[config.mk]
export PLATFORM = sky130hd
export DESIGN_NAME = time_set_ctrl
export DESIGN_NICKNAME = d
export VERILOG_FILES = /design/src/rtl/time_set_ctrl_pkg.sv /design/src/rtl/time_set_ctrl_btn_edge_repeat.sv /design/src/rtl/time_set_ctrl.sv
export SDC_FILE = /design/constraint.sdc
export NUM_CORES = 1
export LEC_CHECK = 0
export CORE_MARGIN = 2
export CORE_UTILIZATION = 40
export CTS_BUF_LIST = sky130_fd_sc_hd__clkbuf_16
export DETAILED_ROUTE_END_ITERATION = 6
export DONT_BUFFER_PORTS = 1
export GPL_ROUTABILITY_DRIVEN = 0
export GPL_TIMING_DRIVEN = 0
export HOLD_SLACK_MARGIN = 0.03
export PLACE_DENSITY = 0.53
export REMOVE_ABC_BUFFERS = 1
export SKIP_LAST_GASP = 1
export SLEW_MARGIN = 0
export SYNTH_ARGS = -nofsm -noshare
export SYNTH_HDL_FRONTEND = slang
export SYNTH_SLANG_ARGS = --single-unit
[constraint.sdc]
create_clock -name CLK -period 4.5 [get_ports CLK]
set_input_delay 0.45 -clock CLK [delete_from_list [all_inputs] [get_ports CLK]]
set_output_delay 0.45 -clock CLK [all_outputs]
set_load 0.005 [all_outputs]
[src/rtl/time_set_ctrl_pkg.sv]
// time_set_ctrl_pkg: shared definitions for the button-driven time/alarm setter.
//   - edit_state_e : FSM state encoding, also exported on EDIT_STATE
//   - time_field_t : 6-bit hour/minute field
//   - MAX_HORA / MAX_MIN : highest legal hour/minute values
//   - wrap_inc / wrap_dec / clamp_field : edit-field arithmetic helpers
package time_set_ctrl_pkg;

    typedef logic [5:0] time_field_t;

    typedef enum logic [2:0] {
        IDLE  = 3'd0,
        SET_H = 3'd1,
        SET_M = 3'd2,
        ALM_H = 3'd3,
        ALM_M = 3'd4
    } edit_state_e;

    localparam time_field_t MAX_HORA = 6'd23;
    localparam time_field_t MAX_MIN  = 6'd59;

    // Step up, rolling over from max_v to zero.
    function automatic time_field_t wrap_inc(input time_field_t v, input time_field_t max_v);
        if (v >= max_v) begin
            return 6'd0;
        end else begin
            return v + 6'd1;
        end
    endfunction

    // Step down, rolling over from zero to max_v.
    function automatic time_field_t wrap_dec(input time_field_t v, input time_field_t max_v);
        if ((v == 6'd0) || (v > max_v)) begin
            return max_v;
        end else begin
            return v - 6'd1;
        end
    endfunction

    // Out-of-range readback values are replaced by zero.
    function automatic time_field_t clamp_field(input time_field_t v, input time_field_t max_v);
        if (v > max_v) begin
            return 6'd0;
        end else begin
            return v;
        end
    endfunction

endpackage

[src/rtl/time_set_ctrl_btn_edge_repeat.sv]
// btn_edge_repeat: press detector with optional hold-to-repeat for one button.
// Optional feature macro: TIME_SET_AUTO_REPEAT_EN (repeat counter present only when defined).
// Ports:
//   CLK    in  system clock
//   RESET  in  synchronous active-high reset
//   BTN    in  button level, already synchronised to CLK
//   PRESS  out combinational press pulse (BTN high, previous sample low)
//   STEP   out PRESS, plus repeat steps while held when auto-repeat is built in
module btn_edge_repeat #(
    parameter int REPEAT_DELAY = 50,
    parameter int REPEAT_RATE  = 10,
    parameter bit REPEAT_EN    = 1'b1
) (
    input  logic CLK,
    input  logic RESET,
    input  logic BTN,
    output logic PRESS,
    output logic STEP
);

    logic prev_r;

    // previous-sample register for edge detection
    always_ff @(posedge CLK) begin
        if (RESET) begin
            prev_r <= 1'b0;
        end else begin
            prev_r <= BTN;
        end
    end

    assign PRESS = BTN & ~prev_r;

`ifdef TIME_SET_AUTO_REPEAT_EN
    localparam int CMAX = (REPEAT_DELAY > REPEAT_RATE) ? REPEAT_DELAY : REPEAT_RATE;
    localparam int CW   = $clog2(CMAX + 1);

    logic [CW-1:0] rep_cnt_r;
    logic          repeating_r;
    logic          held_s;
    logic          rep_due_s;

    // held_s is false on the press cycle itself, so the first repeat lands
    // REPEAT_DELAY cycles after the press step.
    assign held_s    = BTN & prev_r & REPEAT_EN;
    assign rep_due_s = held_s && (repeating_r ? (rep_cnt_r == CW'(REPEAT_RATE - 1))
                                              : (rep_cnt_r == CW'(REPEAT_DELAY - 1)));

    // hold-time counter: first the initial delay, then the repeat period
    always_ff @(posedge CLK) begin
        if (RESET || !held_s) begin
            rep_cnt_r   <= {CW{1'b0}};
            repeating_r <= 1'b0;
        end else if (rep_due_s) begin
            rep_cnt_r   <= {CW{1'b0}};
            repeating_r <= 1'b1;
        end else begin
            rep_cnt_r   <= rep_cnt_r + CW'(1);
            repeating_r <= repeating_r;
        end
    end

    assign STEP = PRESS | rep_due_s;
`else
    logic unused_cfg_s;
    assign unused_cfg_s = ^{REPEAT_DELAY[0], REPEAT_RATE[0], REPEAT_EN};
    assign STEP = PRESS;
`endif

endmodule

[src/rtl/time_set_ctrl.sv]
// time_set_ctrl: push-button front end producing time-load and alarm-target
// values for the running clock counter.
// Optional feature macro: TIME_SET_AUTO_REPEAT_EN (hold UP/DOWN to auto-repeat).
// Ports:
//   CLK, RESET                       clock, synchronous active-high reset
//   BTN_MODE/UP/DOWN/OK              synchronised button levels
//   CUR_HORAS, CUR_MINUTOS           running time, preloaded into a time edit
//   IHORAS, IMINUTOS, SET_HORA       committed time and its one-cycle load strobe
//   THORAS, TMINUTOS, ALM_UPD        alarm target and its one-cycle update strobe
//   EDIT_STATE, EDIT_HORAS/MINUTOS   FSM state and in-progress edit values
module time_set_ctrl
    import time_set_ctrl_pkg::*;
#(
    parameter int REPEAT_DELAY = 50,
    parameter int REPEAT_RATE  = 10,
    parameter int TIMEOUT      = 1000,
    parameter int ALARM_H_RST  = 6,
    parameter int ALARM_M_RST  = 0
) (
    input  logic       CLK,
    input  logic       RESET,
    input  logic       BTN_MODE,
    input  logic       BTN_UP,
    input  logic       BTN_DOWN,
    input  logic       BTN_OK,
    input  logic [5:0] CUR_HORAS,
    input  logic [5:0] CUR_MINUTOS,
    output logic [5:0] IHORAS,
    output logic [5:0] IMINUTOS,
    output logic       SET_HORA,
    output logic [5:0] THORAS,
    output logic [5:0] TMINUTOS,
    output logic       ALM_UPD,
    output logic [2:0] EDIT_STATE,
    output logic [5:0] EDIT_HORAS,
    output logic [5:0] EDIT_MINUTOS
);

    localparam int            TW      = $clog2(TIMEOUT + 1);
    localparam logic [TW-1:0] TO_LAST = TW'(TIMEOUT - 1);

    edit_state_e   state_r, state_nxt_s;
    time_field_t   edit_h_r, edit_h_nxt_s, edit_m_r, edit_m_nxt_s;
    time_field_t   ih_r, ih_nxt_s, im_r, im_nxt_s;
    time_field_t   th_r, th_nxt_s, tm_r, tm_nxt_s;
    logic          set_r, set_nxt_s, alm_r, alm_nxt_s;
    logic [TW-1:0] to_cnt_r, to_cnt_nxt_s;
    logic          mode_press_s, ok_press_s, up_press_s, down_press_s;
    logic          up_step_s, down_step_s, any_evt_s, hour_field_s;
    logic          mode_step_unused_s, ok_step_unused_s;

    btn_edge_repeat #(.REPEAT_DELAY(REPEAT_DELAY), .REPEAT_RATE(REPEAT_RATE), .REPEAT_EN(1'b0))
        u_mode (.CLK(CLK), .RESET(RESET), .BTN(BTN_MODE), .PRESS(mode_press_s), .STEP(mode_step_unused_s));
    btn_edge_repeat #(.REPEAT_DELAY(REPEAT_DELAY), .REPEAT_RATE(REPEAT_RATE), .REPEAT_EN(1'b0))
        u_ok   (.CLK(CLK), .RESET(RESET), .BTN(BTN_OK), .PRESS(ok_press_s), .STEP(ok_step_unused_s));
    btn_edge_repeat #(.REPEAT_DELAY(REPEAT_DELAY), .REPEAT_RATE(REPEAT_RATE), .REPEAT_EN(1'b1))
        u_up   (.CLK(CLK), .RESET(RESET), .BTN(BTN_UP), .PRESS(up_press_s), .STEP(up_step_s));
    btn_edge_repeat #(.REPEAT_DELAY(REPEAT_DELAY), .REPEAT_RATE(REPEAT_RATE), .REPEAT_EN(1'b1))
        u_down (.CLK(CLK), .RESET(RESET), .BTN(BTN_DOWN), .PRESS(down_press_s), .STEP(down_step_s));

    // Any press or repeat step counts as activity for the inactivity timeout.
    assign any_evt_s    = mode_press_s | ok_press_s | up_press_s | down_press_s | up_step_s | down_step_s;
    assign hour_field_s = (state_r == SET_H) || (state_r == ALM_H);

    // next-state and next-output logic; priority OK > MODE > UP/DOWN > timeout
    always_comb begin
        state_nxt_s  = state_r;
        edit_h_nxt_s = edit_h_r;
        edit_m_nxt_s = edit_m_r;
        ih_nxt_s     = ih_r;
        im_nxt_s     = im_r;
        th_nxt_s     = th_r;
        tm_nxt_s     = tm_r;
        set_nxt_s    = 1'b0;
        alm_nxt_s    = 1'b0;

        if ((state_r == IDLE) || any_evt_s) begin
            to_cnt_nxt_s = {TW{1'b0}};
        end else begin
            to_cnt_nxt_s = to_cnt_r + TW'(1);
        end

        case (state_r)
            IDLE: begin
                if (mode_press_s) begin
                    state_nxt_s  = SET_H;
                    edit_h_nxt_s = clamp_field(CUR_HORAS, MAX_HORA);
                    edit_m_nxt_s = clamp_field(CUR_MINUTOS, MAX_MIN);
                end else begin
                    state_nxt_s = IDLE;
                end
            end
            SET_H, SET_M, ALM_H, ALM_M: begin
                if (ok_press_s) begin
                    state_nxt_s = IDLE;
                    if ((state_r == SET_H) || (state_r == SET_M)) begin
                        ih_nxt_s  = edit_h_r;
                        im_nxt_s  = edit_m_r;
                        set_nxt_s = 1'b1;
                    end else begin
                        th_nxt_s  = edit_h_r;
                        tm_nxt_s  = edit_m_r;
                        alm_nxt_s = 1'b1;
                    end
                end else if (mode_press_s) begin
                    case (state_r)
                        SET_H: state_nxt_s = SET_M;
                        SET_M: begin
                            // leaving the time edit uncommitted; alarm edit starts from the target
                            state_nxt_s  = ALM_H;
                            edit_h_nxt_s = th_r;
                            edit_m_nxt_s = tm_r;
                        end
                        ALM_H:   state_nxt_s = ALM_M;
                        default: state_nxt_s = IDLE;
                    endcase
                end else if (up_step_s != down_step_s) begin
                    if (hour_field_s) begin
                        edit_h_nxt_s = up_step_s ? wrap_inc(edit_h_r, MAX_HORA) : wrap_dec(edit_h_r, MAX_HORA);
                    end else begin
                        edit_m_nxt_s = up_step_s ? wrap_inc(edit_m_r, MAX_MIN) : wrap_dec(edit_m_r, MAX_MIN);
                    end
                end else if (!any_evt_s && (to_cnt_r == TO_LAST)) begin
                    state_nxt_s = IDLE;
                end else begin
                    state_nxt_s = state_r;
                end
            end
            default: state_nxt_s = IDLE;
        endcase
    end

    // state, edit, committed-value and strobe registers
    always_ff @(posedge CLK) begin
        if (RESET) begin
            state_r  <= IDLE;
            edit_h_r <= 6'd0;
            edit_m_r <= 6'd0;
            ih_r     <= 6'd0;
            im_r     <= 6'd0;
            th_r     <= time_field_t'(ALARM_H_RST);
            tm_r     <= time_field_t'(ALARM_M_RST);
            set_r    <= 1'b0;
            alm_r    <= 1'b0;
            to_cnt_r <= {TW{1'b0}};
        end else begin
            state_r  <= state_nxt_s;
            edit_h_r <= edit_h_nxt_s;
            edit_m_r <= edit_m_nxt_s;
            ih_r     <= ih_nxt_s;
            im_r     <= im_nxt_s;
            th_r     <= th_nxt_s;
            tm_r     <= tm_nxt_s;
            set_r    <= set_nxt_s;
            alm_r    <= alm_nxt_s;
            to_cnt_r <= to_cnt_nxt_s;
        end
    end

    assign IHORAS       = ih_r;
    assign IMINUTOS     = im_r;
    assign SET_HORA     = set_r;
    assign THORAS       = th_r;
    assign TMINUTOS     = tm_r;
    assign ALM_UPD      = alm_r;
    assign EDIT_STATE   = state_r;
    assign EDIT_HORAS   = edit_h_r;
    assign EDIT_MINUTOS = edit_m_r;

endmodule

# Yosys cells after proc, flatten, opt, wreduce, memory -nomap -nowiden

Index checks and enable logic that the tools add are counted.

Bitwise logic cells: 16
Reductions and logical operators: 19
Multiplexer cells: 31
Add/sub/neg operators: 5
Order comparisons: 6
Equal/unequal tests: 14

Operators by type and width:

| operator                | count |
|---|---|
| $mux W6                 | 20 |
| $pmux W6 S2             | 2 |
| $add A6 B1 Y6 const B   | 2 |
| $gt A6 B5 Y1 const B    | 2 |
| $gt A6 B6 Y1 const B    | 2 |
| $logic_not A6 Y1        | 2 |
| $mux W3                 | 4 |
| $ne A3 B3 Y1 const B    | 4 |
| $reduce_and A6 Y1       | 2 |
| $sub A6 B1 Y6 const B   | 2 |
| $add A10 B1 Y10 const B | 1 |
| $eq A10 B10 Y1 const B  | 1 |
| $pmux W3 S3             | 1 |
| $ne A4 B4 Y1 const B    | 2 |
| $not A1 Y1              | 7 |
| $eq A3 B2 Y1 const B    | 2 |
| $ge A6 B5 Y1 const B    | 1 |
| $ge A6 B6 Y1 const B    | 1 |
| $pmux W3 S2             | 1 |
| $reduce_and A3 Y1       | 2 |
| $logic_or A1 B1 Y1      | 5 |
| $or A1 B1 Y1            | 5 |
| $and A1 B1 Y1           | 4 |
| $ne A2 B2 Y1 const B    | 2 |
| 12 further kinds        | 14 |

Register bits after elaboration: 55
Logic and storage cells: 105
Input bits: 18
Output and inout port bits: 41

# Longest topological paths before layout

Depth after elaboration: 14
Gate-level depth with buffers: 8
Mapped depth without buffers: 7

# Cells and area by module

From an unflattened synthesis, not the netlist that was laid out.

Cells, all modules: 361
Area total of the unflattened synthesis: 3065.4 um^2

By module, submodules not included:

| module          | times used | cells an instance | area an instance (um^2) |
|---|---|---|---|
| time_set_ctrl   | 1          | 345               | 2845.2 |
| btn_edge_repeat | 4          | 4                 | 55.1 |

# Least setup slack after synthesis

OpenSTA, ideal clock, no wires.

Path kind: input -> register
Start: input port BTN_OK
End: register edit_h_r[5] (netlist: EDIT_HORAS[5])
Buffers on the path: 1
Path slack: 2.706 ns
Stages on the path: 6
Data arrival time: 1.726 ns
Path through: nor2b_1 buf_6 a2111oi_4 a21oi_2 a211o_1 a21oi_2

Cells in the longest elaborated chain, start to end: 3

Ends and longest elaborated chain:

| element                            | RTL line                            | text |
|---|---|---|
| start, declared                    | time_set_ctrl.sv:25                 | `input logic BTN_OK,` |
| $and A1 B1 Y1                      | time_set_ctrl_btn_edge_repeat.sv:32 | `assign PRESS = BTN & ~prev_r;` |
| $ne A2 B2 Y1 (no source line)      | -                                   |  |
| $reduce_and A6 Y1 (no source line) | -                                   |  |
| end signal, assigned               | time_set_ctrl.sv:148                | `edit_h_r <= edit_h_nxt_s;` |
| end, declared                      | time_set_ctrl.sv:43                 | `time_field_t edit_h_r, edit_h_nxt_s, edit_m_r, edit_m_nxt_s;` |

Every way passes these cells.
A chain may end at the register's enable or synchronous reset.

# Worst setup path after layout

Start: register u_ok.prev_r
End: register im_r[5] (netlist: IMINUTOS[5])

Cells in the longest elaborated chain, start to end: 3

Ends and longest elaborated chain:

| element                            | RTL line                            | text |
|---|---|---|
| start, declared                    | time_set_ctrl_btn_edge_repeat.sv:21 | `logic prev_r;` |
| start signal, assigned             | time_set_ctrl_btn_edge_repeat.sv:26 | `prev_r <= 1'b0;` |
| start signal, assigned             | time_set_ctrl_btn_edge_repeat.sv:28 | `prev_r <= BTN;` |
| $not A1 Y1                         | time_set_ctrl_btn_edge_repeat.sv:32 |  |
| $and A1 B1 Y1                      | time_set_ctrl_btn_edge_repeat.sv:32 |  |
| $reduce_and A3 Y1 (no source line) | -                                   |  |
| end signal, assigned               | time_set_ctrl.sv:151                | `im_r <= im_nxt_s;` |
| end, declared                      | time_set_ctrl.sv:44                 | `time_field_t ih_r, ih_nxt_s, im_r, im_nxt_s;` |

Every way passes these cells.

==> metrics <==
run status completed; port buffer count 0; layout cell share with drive strength beyond 1 0.0564; Layout Cells excl Fill roughly 440; CP Cell Sequence nor2b_1 > nand3b_1 > mux2i_1 > nor2_1; Yosys warning count 0; GR Util All Layers 0.198; Antenna Cells 0; Worst Hold Class input pin to register; CTS Hold Buffers Added 0; Seq cells post-synth 55; worst hold path endpoint EDIT_STATE[2]; ys flop type dfxtp_1; worst hold path depth 1; worst hold slack about 0.22 ns; Max stage delay cell, worst path nand3b_1; Post-DP HPWL 5180 microns; startpoint class of the critical path register; final setup skew around 0.0063 ns; H-tree levels 2; RSZ-0062 raised after global routing no; r2r setup slk 2.22 ns; hold violation total from the final report 0; Most Crowded Layer GR met2; total power between 0.001 and 0.0015 W; first-pass GRT wire length approximately 13000 microns; Req. time, crit path around 4.7 ns; Critical Path End Type register; DP Cell Count 428; I/O pin count 59; Worst Path Max Fanout 17; M3 GR Usage 0.0593; Root Driver clkbuf_16; pin count of the biggest net entering global routing 41; Vias/cell approximately 5.7; Fmax achieved between 0.4 and 0.5 GHz; initial antenna violation count 0; Max IR drop VDD about 0.15 mV; commonest non-fill, non-tap cell in the layout dfxtp_1; Pins Over Slew Limit 0; CP max stage delay 0.84 ns; origin of the critical flop-to-flop path u_ok.prev_r; Die Height approximately 90 microns; cell family with most CP delay simple AND/OR/NAND/NOR gates; Max Buffers Root-to-Sink 2; grt total ovfl 0; met2 Usage GRT 0.321; DRC viols 0; Min Clock Period, post-route approximately 2.3 ns; num rows 31; core area 0.00725 sq mm; post-synth cell types 55; antenna-violating nets left 0; Syn Std Cell Area 0.00298 sq mm; Crit Path Category register to register; Cells after Synth 356; clock-pin slew on the worst setup and hold paths 0.07 ns; Die X roughly 90 microns; Die ar. 0.00817 sq mm; Synth Area per Inst 8.38 sq um; Arr. time, crit path approximately 2.5 ns; number of global-route vias before repair 2558; DRT Pass-1 Iters 4; most frequent cells in the layout 55 x dfxtp_1, 50 x nor2_1, 26 x a21oi_1; total setup buffers inserted after CTS 0; met1 Use GR 0.258; Critical R2R Capture IMINUTOS[5]; Post-Route WL 7680 microns; Post-synth EDFFs 0; Num CTS Buffers 5; Initial Utilization 0.411; setup TNS 0 ns; Area growth syn-to-layout 5.20%; via count 2494; iteration-0 DRC count of the detailed router 130; register area share after synthesis 0.369; Clk Latency, worst-skew pair slightly below 0.3 ns; HP Start RESET; Max-slew headroom 0.229; CTS sink count 55; CTS tree yes; FF-to-FF path depth 4; final setup fails 0; worst-margin pin slew 1.15 ns; fin nets around 360; DR WL/cell 17.6 microns; pwr dens 353 mW/mm^2; Buffers & Inverters on Critical Path 0; Max Cap Violations 0; period utilisation layout 0.507; static leakage between 1 and 1.5 nW; asr flop ratio synth 0; fin util 0.433; PostCTS Resize Cnt 0
-- through the flow --
stage	cell area, sq um	worst slack [ns]
final	3140	2.22
after global routing	3140	1.91
after CTS	3140	2.20
after detailed placement	2980	2.04
after global placement	2980	2.03
after floorplan	2850	2.53
-- cells in the mapped netlist, drive strengths merged (8+ instances only) --
cell type / n / area, sq um
dfxtp: 55 / 1100
nor2: 50 / 188
a21oi: 28 / 148
mux2i: 19 / 190
nand3: 17 / 85.1
buf: 16 / 91.3
o21ai: 15 / 78.8
nand2: 14 / 52.6
nor2b: 12 / 75.1
nor3: 12 / 60.1
clkbuf: 11 / 41.3
xnor2: 9 / 78.8
a311oi: 8 / 70.1
-- layout make-up --
type                       count  area, sq um
clock buffer                   5          125
clock inverter                 3         38.8
fill                         750         4110
inverter                       7         26.3
multi-input combinational    267         1720
sequential                    55         1100
tap                           99          124
-- layer usage --
metal / wire length, microns / vias up
met5: 0 / -
met4: 65 / 0
met3: 515 / 5
met2: 3460 / 67
met1: 3630 / 1183
li1: - / 1239
-- flip-flops by register name, indices dropped and copies added, names as in the netlist --
name           cells
to_cnt_r          10
EDIT_MINUTOS       6
EDIT_STATE         3
u_ok.prev_r        1
EDIT_HORAS         6
IHORAS             6
TMINUTOS           6
u_mode.prev_r      1
u_down.prev_r      1
SET_HORA           1
IMINUTOS           6
THORAS             6
u_up.prev_r        1
ALM_UPD            1
-- logic make-up after synthesis --
family / synth area share
simple gates: 0.229
compound gates: 0.208
flops: 0.369
buf+inv: 0.0532
mux: 0.0637
xor+xnor: 0.0440
fa+ha+maj: 0.0327
-- worst max-delay path by stage --
stage / from / endpoint / slack (ns) / cells after the start
after global placement: BTN_OK / IHORAS[5] / 2.03 / 4
after floorplan: BTN_OK / IHORAS[2] / 2.53 / 4
after detailed placement: BTN_OK / IMINUTOS[5] / 2.04 / 4
after CTS: u_ok.prev_r / IMINUTOS[1] / 2.20 / 5
final: u_ok.prev_r / IMINUTOS[5] / 2.22 / 4
after global routing: u_ok.prev_r / IHORAS[3] / 1.91 / 4
-- power breakdown --
group / internal, W / leakage [nW] / total, W / switching [W]
registers: 0.000499 / 0.447 / 0.000534 / 0.0000348
clock network: 0.000260 / 0.0812 / 0.000435 / 0.000175
logic: 0.0000587 / 0.691 / 0.000140 / 0.0000815
Note: power is estimated with default switching activity, not from simulation.
